<file path="src/rtl/fetch_unit.sv">
// Instruction-fetch stage sitting between the PC register and the instruction queue.
// Keeps at most one instruction-memory read in flight. Pushes each returned word and
// its PC into the queue. Drops stale fetches whenever the PC is redirected.
module fetch_unit #(
  parameter int ADDR_W = 32,
  parameter int INST_W = 32
) (
  input  logic              clk,
  input  logic              rst,
  input  logic [ADDR_W-1:0] pc,
  input  logic              redirect,
  output logic [ADDR_W-1:0] imem_addr,
  output logic [3:0]        imem_rmask,
  input  logic              imem_resp,
  input  logic [INST_W-1:0] imem_rdata,
  input  logic              iq_full,
  output logic              iq_push,
  output logic [INST_W-1:0] iq_inst,
  output logic [ADDR_W-1:0] iq_pc,
  output logic              request_new_inst,
  output logic              fetch_busy
);

  typedef enum logic [1:0] {
    IDLE    = 2'd0,
    WAIT    = 2'd1,
    DISCARD = 2'd2,
    HOLD    = 2'd3
  } state_t;

  state_t            state_reg;
  logic [ADDR_W-1:0] req_pc_reg;
  logic [INST_W-1:0] hold_inst_reg;
  logic [ADDR_W-1:0] hold_pc_reg;

  logic push_from_mem;
  logic push_from_hold;

  // Push decisions: a live response with room in the queue, or a buffered word once
  // the queue drains. A redirect in the same cycle always suppresses the push. A reset
  // cycle also suppresses it, so that nothing escapes while the block is reset.
  always_comb begin
    push_from_mem  = rst && (state_reg == WAIT) && imem_resp && !redirect && !iq_full;
    push_from_hold = rst && (state_reg == HOLD) && !redirect && !iq_full;
  end

  // Queue-side outputs. The data comes from the hold buffer in HOLD and from memory otherwise.
  always_comb begin
    iq_push          = push_from_mem || push_from_hold;
    request_new_inst = iq_push;
    iq_inst          = (state_reg == HOLD) ? hold_inst_reg : imem_rdata;
    iq_pc            = (state_reg == HOLD) ? hold_pc_reg   : req_pc_reg;
    fetch_busy       = (state_reg != IDLE);
  end

  // Fetch FSM with the registered memory request outputs.
  always_ff @(posedge clk) begin
    if (!rst) begin
      state_reg     <= IDLE;
      imem_addr     <= '0;
      imem_rmask    <= 4'h0;
      req_pc_reg    <= '0;
      hold_inst_reg <= '0;
      hold_pc_reg   <= '0;
    end else begin
      case (state_reg)
        IDLE: begin
          // Issue only when the queue has room and the pc is not about to change.
          // A late response arriving here belongs to nothing and is ignored.
          if (!iq_full && !redirect) begin
            imem_addr  <= pc;
            req_pc_reg <= pc;
            imem_rmask <= 4'hF;
            state_reg  <= WAIT;
          end
        end
        WAIT: begin
          if (imem_resp) begin
            imem_rmask <= 4'h0;
            if (!redirect && iq_full) begin
              hold_inst_reg <= imem_rdata;
              hold_pc_reg   <= req_pc_reg;
              state_reg     <= HOLD;
            end else begin
              // The word was either pushed this cycle or dropped because of a redirect.
              state_reg <= IDLE;
            end
          end else if (redirect) begin
            // The outstanding read cannot be cancelled. Its response must be swallowed.
            state_reg <= DISCARD;
          end
        end
        DISCARD: begin
          if (imem_resp) begin
            imem_rmask <= 4'h0;
            state_reg  <= IDLE;
          end
        end
        HOLD: begin
          if (redirect || !iq_full) begin
            state_reg <= IDLE;
          end
        end
        default: state_reg <= IDLE;
      endcase
    end
  end

endmodule

</file>
<file path="config.mk">
export PLATFORM = sky130hd
export DESIGN_NAME = fetch_unit
export DESIGN_NICKNAME = d
export VERILOG_FILES = /design/src/rtl/fetch_unit.sv
export SDC_FILE = /design/constraint.sdc
export NUM_CORES = 1
export LEC_CHECK = 0
export BUFFER_PORTS_ARGS = -buffer_cell sky130_fd_sc_hd__buf_2
export CAP_MARGIN = 25
export CORE_MARGIN = 5
export CORE_UTILIZATION = 30
export CTS_CLUSTER_DIAMETER = 60
export CTS_CLUSTER_SIZE = 25
export DETAILED_ROUTE_END_ITERATION = 8
export SLEW_MARGIN = 20
export SYNTH_ARGS = -nofsm -noshare
export SYNTH_HDL_FRONTEND = slang
export SYNTH_SLANG_ARGS = --single-unit
</file>
<file path="constraint.sdc">
create_clock -name clk -period 2.17 [get_ports clk]
set_clock_uncertainty 0.05 [all_clocks]
set_input_delay 0.434 -clock clk [delete_from_list [all_inputs] [get_ports clk]]
set_output_delay 0.434 -clock clk [all_outputs]
set_load 0.05 [all_outputs]
</file>
==> results.env <==
TIMING.MAX_CAP.VIOLATIONS=0
CRITPATHREQUIREDTIME_NS=1.69
HP-START='pc[2]'
CTS_TREE='built'
PRE_CTS_WS_NS=0.161
DR_TOTAL_VIAS=4131
START_UTIL_PCT=30.6
FINAL_WEIGHTED_CONGESTION_OF_ROUTABILITY_DRIVEN_GLOBAL_PLACEMENT=0.752
LAYOUT.CELLS.MOST_COMMON_LIST='sky130_fd_sc_hd__nand2_1, sky130_fd_sc_hd__buf_2, sky130_fd_sc_hd__dfxtp_1'
CLK_LATENCY_NS=0.35
DETAILEDROUTE.FIRSTITERATIONVIOLATIONS=154
LARGEST_NET_DEGREE_AT_THE_START_OF_GLOBAL_ROUTING=103
SYN_NETS=604
END_KIND='primary output'
DRT-WIRELENGTH-PER-CELL_UM=15.2
PATH_MAX_FANOUT=12
FINAL.MIN_CLOCK_PERIOD_NS=2.18
OUTCOME='finished with violations'
SETUP_VIOLATIONS=5
FAILED_CHECKS='negative setup slack'
POST-ROUTE-PERIOD-UTIL_PCT=100
FINAL_NET_COUNT=766
NETLIST_AREA_UM2=4650
DRC=0
WORST_MAX_SLEW_PIN_SLEW_NS=0.372
NUMBER_OF_ANTENNA_VIOLATIONS_AT_THE_FIRST_CHECK_IN_GLOBAL_ROUTING=0
FIRST_GLOBAL_VIAS=3981
VDD.IR_DROP.WORST_mV=0.441
SETUP_WS_NS=-0.00762
GR_OVERFLOW_TOTAL=0
P_LEAK_nW=2.84
POST_SYNTH_NUM_CELL_TYPES=24
CTS_HOLD_REPAIR.BUFFERS=0
TIMING.CRITICAL_PATH.CELLS='ha_4, buf_4, buf_12, mux2_2, buf_6'
VIA_PER_INST=4.67
DETAIL_ROUTE.WIRELENGTH_MM=13.5
WORST_HOLD_PATH_TYPE='in2reg'
SHARE_OF_LAYOUT_CELLS_ABOVE_DRIVE_STRENGTH_1_PCT=40.5
FINAL_CORE_UTILIZATION_PCT=44.9
CLK_ROOT_BUFFER_CELL='sky130_fd_sc_hd__clkbuf_16'
DIE_BOUNDARY_WIDTH_UM=135
MAX-CLOCK-PATH-BUFFERS=2
GRT_USAGE_PCT=14.3
FINAL_DESIGN_AREA_NO_FILL_UM2=6820
SEQUENTIAL_CELL_AREA_FRACTION_IN_THE_YOSYS_REPORT_PCT=42.6
CORE_UM2=15200
NUMBER_OF_ANTENNA_REPAIR_DIODES=0
AREA.GROWTH.SYNTH_TO_FINAL_PCT=46.6
CRIT-REG2REG-LAUNCH='state_reg[1]'
LAYOUT.CELLS.MOST_COMMON='sky130_fd_sc_hd__nand2_1'
TOTALPOWERFINAL_mW=5.10
STARTPOINT='state_reg[0]'
CRITICAL_PATH_TYPE='reg2out'
SYNTH_CELLS=529
FINAL-HOLD-VIOLATION-COUNT=0
GRT_FIRST_PASS_WIRELENGTH_MM=20.6
CTS.SINKS=99
FMAXACHIEVABLE_MHz=459
DIE-AREA_UM2=18100
POWER_DENSITY_CELLS_nW_PER_UM2=748
CRIT_PATH_MAX_INCR_DELAY_NS=0.36
PATH_CLK_SLEW_NS=0.07
RELSLEWSLACK_PCT=75.2
DPL_CELL_AREA_UM2=5640
TIMING.CRITICAL_PATH.ARRIVAL_NS=1.69
DRT-PASS1-ITER-COUNT=5
SETUP.WORST_PATH.START_CLASS='flip-flop'
TIMING.FINAL.MAX_SLEW_VIOLATIONS=0
NUMBER_OF_WARNINGS_PRINTED_DURING_YOSYS_SYNTHESIS=0
GRT_SETUP_UNREPAIRED='yes'
NUM_IO_PINS=172
IO_BUFFERS=171
SETUP_TNS_NS=-0.0225
ROUTE.ANTENNA.REMAINING_NETS=0
CTS-BUFFERS-INSERTED=9
SYNTH_SEQ_CELLS=99
DETAILED_PLACE_HPWL_MM=8.22
MAX_H_TREE_LEVEL=3
SYN_AREA_CELL_UM2=8.79
DIE_H_UM=135
PLACEMENT_ROWS=45
SLOWEST_STAGE='sky130_fd_sc_hd__dfxtp_4'
CP_TOP_FAMILY='buffers and inverters'
BUFFERS_PLUS_INVERTERS_ON_THE_WORST_SETUP_PATH=3
-- tightest hold or removal path, cell delays in order --
cell	delay (ns)
sky130_fd_sc_hd__buf_2	0.10
sky130_fd_sc_hd__nand2_1	0.04
sky130_fd_sc_hd__a21boi_1	0.05
-- cell usage after synthesis --
cell | count | share of area, %
sky130_fd_sc_hd__buf_2 | 11 | 1.2
sky130_fd_sc_hd__nand2_1 | 198 | 16
sky130_fd_sc_hd__a21oi_1 | 4 | 0.43
sky130_fd_sc_hd__a21boi_0 | 30 | 4.8
sky130_fd_sc_hd__inv_1 | 5 | 0.40
sky130_fd_sc_hd__mux2_2 | 64 | 15
sky130_fd_sc_hd__a21boi_1 | 66 | 11
sky130_fd_sc_hd__buf_4 | 12 | 1.9
sky130_fd_sc_hd__nor2_1 | 2 | 0.16
sky130_fd_sc_hd__a32o_1 | 1 | 0.22
sky130_fd_sc_hd__dfxtp_1 | 99 | 43
sky130_fd_sc_hd__o21ai_0 | 2 | 0.22
sky130_fd_sc_hd__nor3_2 | 1 | 0.22
sky130_fd_sc_hd__nand4b_1 | 1 | 0.19
sky130_fd_sc_hd__clkbuf_1 | 12 | 0.97
sky130_fd_sc_hd__or3_1 | 1 | 0.13
sky130_fd_sc_hd__nor3_1 | 1 | 0.11
sky130_fd_sc_hd__o22ai_1 | 1 | 0.13
sky130_fd_sc_hd__or2_1 | 1 | 0.13
sky130_fd_sc_hd__ha_1 | 6 | 1.6
sky130_fd_sc_hd__mux2i_1 | 2 | 0.43
sky130_fd_sc_hd__buf_6 | 7 | 1.7
sky130_fd_sc_hd__nor2_2 | 1 | 0.13
sky130_fd_sc_hd__nor2b_1 | 1 | 0.13
-- stage by stage --
step	hold slack [ns]	std cells
floorplan	0.382	529
global placement	0.390	856
detailed placement	0.393	856
CTS	0.246	880
global route	0.260	884
finish	0.266	884
-- kinds of logic after synthesis --
kind of cell | Yosys count | share of synthesized area [%]
multiplexers | 66 | 15.9
buffers and inverters | 47 | 6.19
adder cells (fa/ha/maj) | 6 | 1.61
AO/OA/AOI/OAI | 104 | 16.5
AND/OR/NAND/NOR | 207 | 17.2
flip-flops | 99 | 42.6
-- power by group --
group | switching [mW] | internal (mW) | total [mW]
registers | 0.0765 | 1.90 | 1.98
logic | 0.939 | 0.510 | 1.45
clock network | 0.715 | 0.961 | 1.68
-- final timing paths --
check / end / slack, ns / cells after the start
worst min register to register: hold_inst_reg[3] / 0.40 / 2
worst max register to register: hold_inst_reg[27] / 0.24 / 8
worst min-delay path: req_pc_reg[2] / 0.27 / 3
worst max-delay path: iq_pc[28] / -0.008 / 5
-- area by class of cell --
class	instances	area, um2
timing repair buffer	193	1700
clock buffer	11	253
tap	188	235
clock inverter	5	60.1
multi-input combinational	383	2560
fill	1458	8380
sequential	99	1990
inverter	5	18.8
-- per-layer routing --
layer	GRT usage [%]	wire length (um)	up-vias
li1	-	-	2068
met1	18.7	6180	1906
met2	22.5	6120	144
met3	5.48	1010	13
met4	3.28	159	0
met5	0	0	-
-- timing repair --
item | 4_1_cts | 5_1_grt
pin swaps | 1 | 1
hold endpoints to repair | 0 | 0
cloned | 3 | 2
setup buffers | 5 | 3
setup endpoints to repair | 66 | 66
gates resized for setup | 130 | 67
Note: power is estimated with default switching activity, not from simulation.
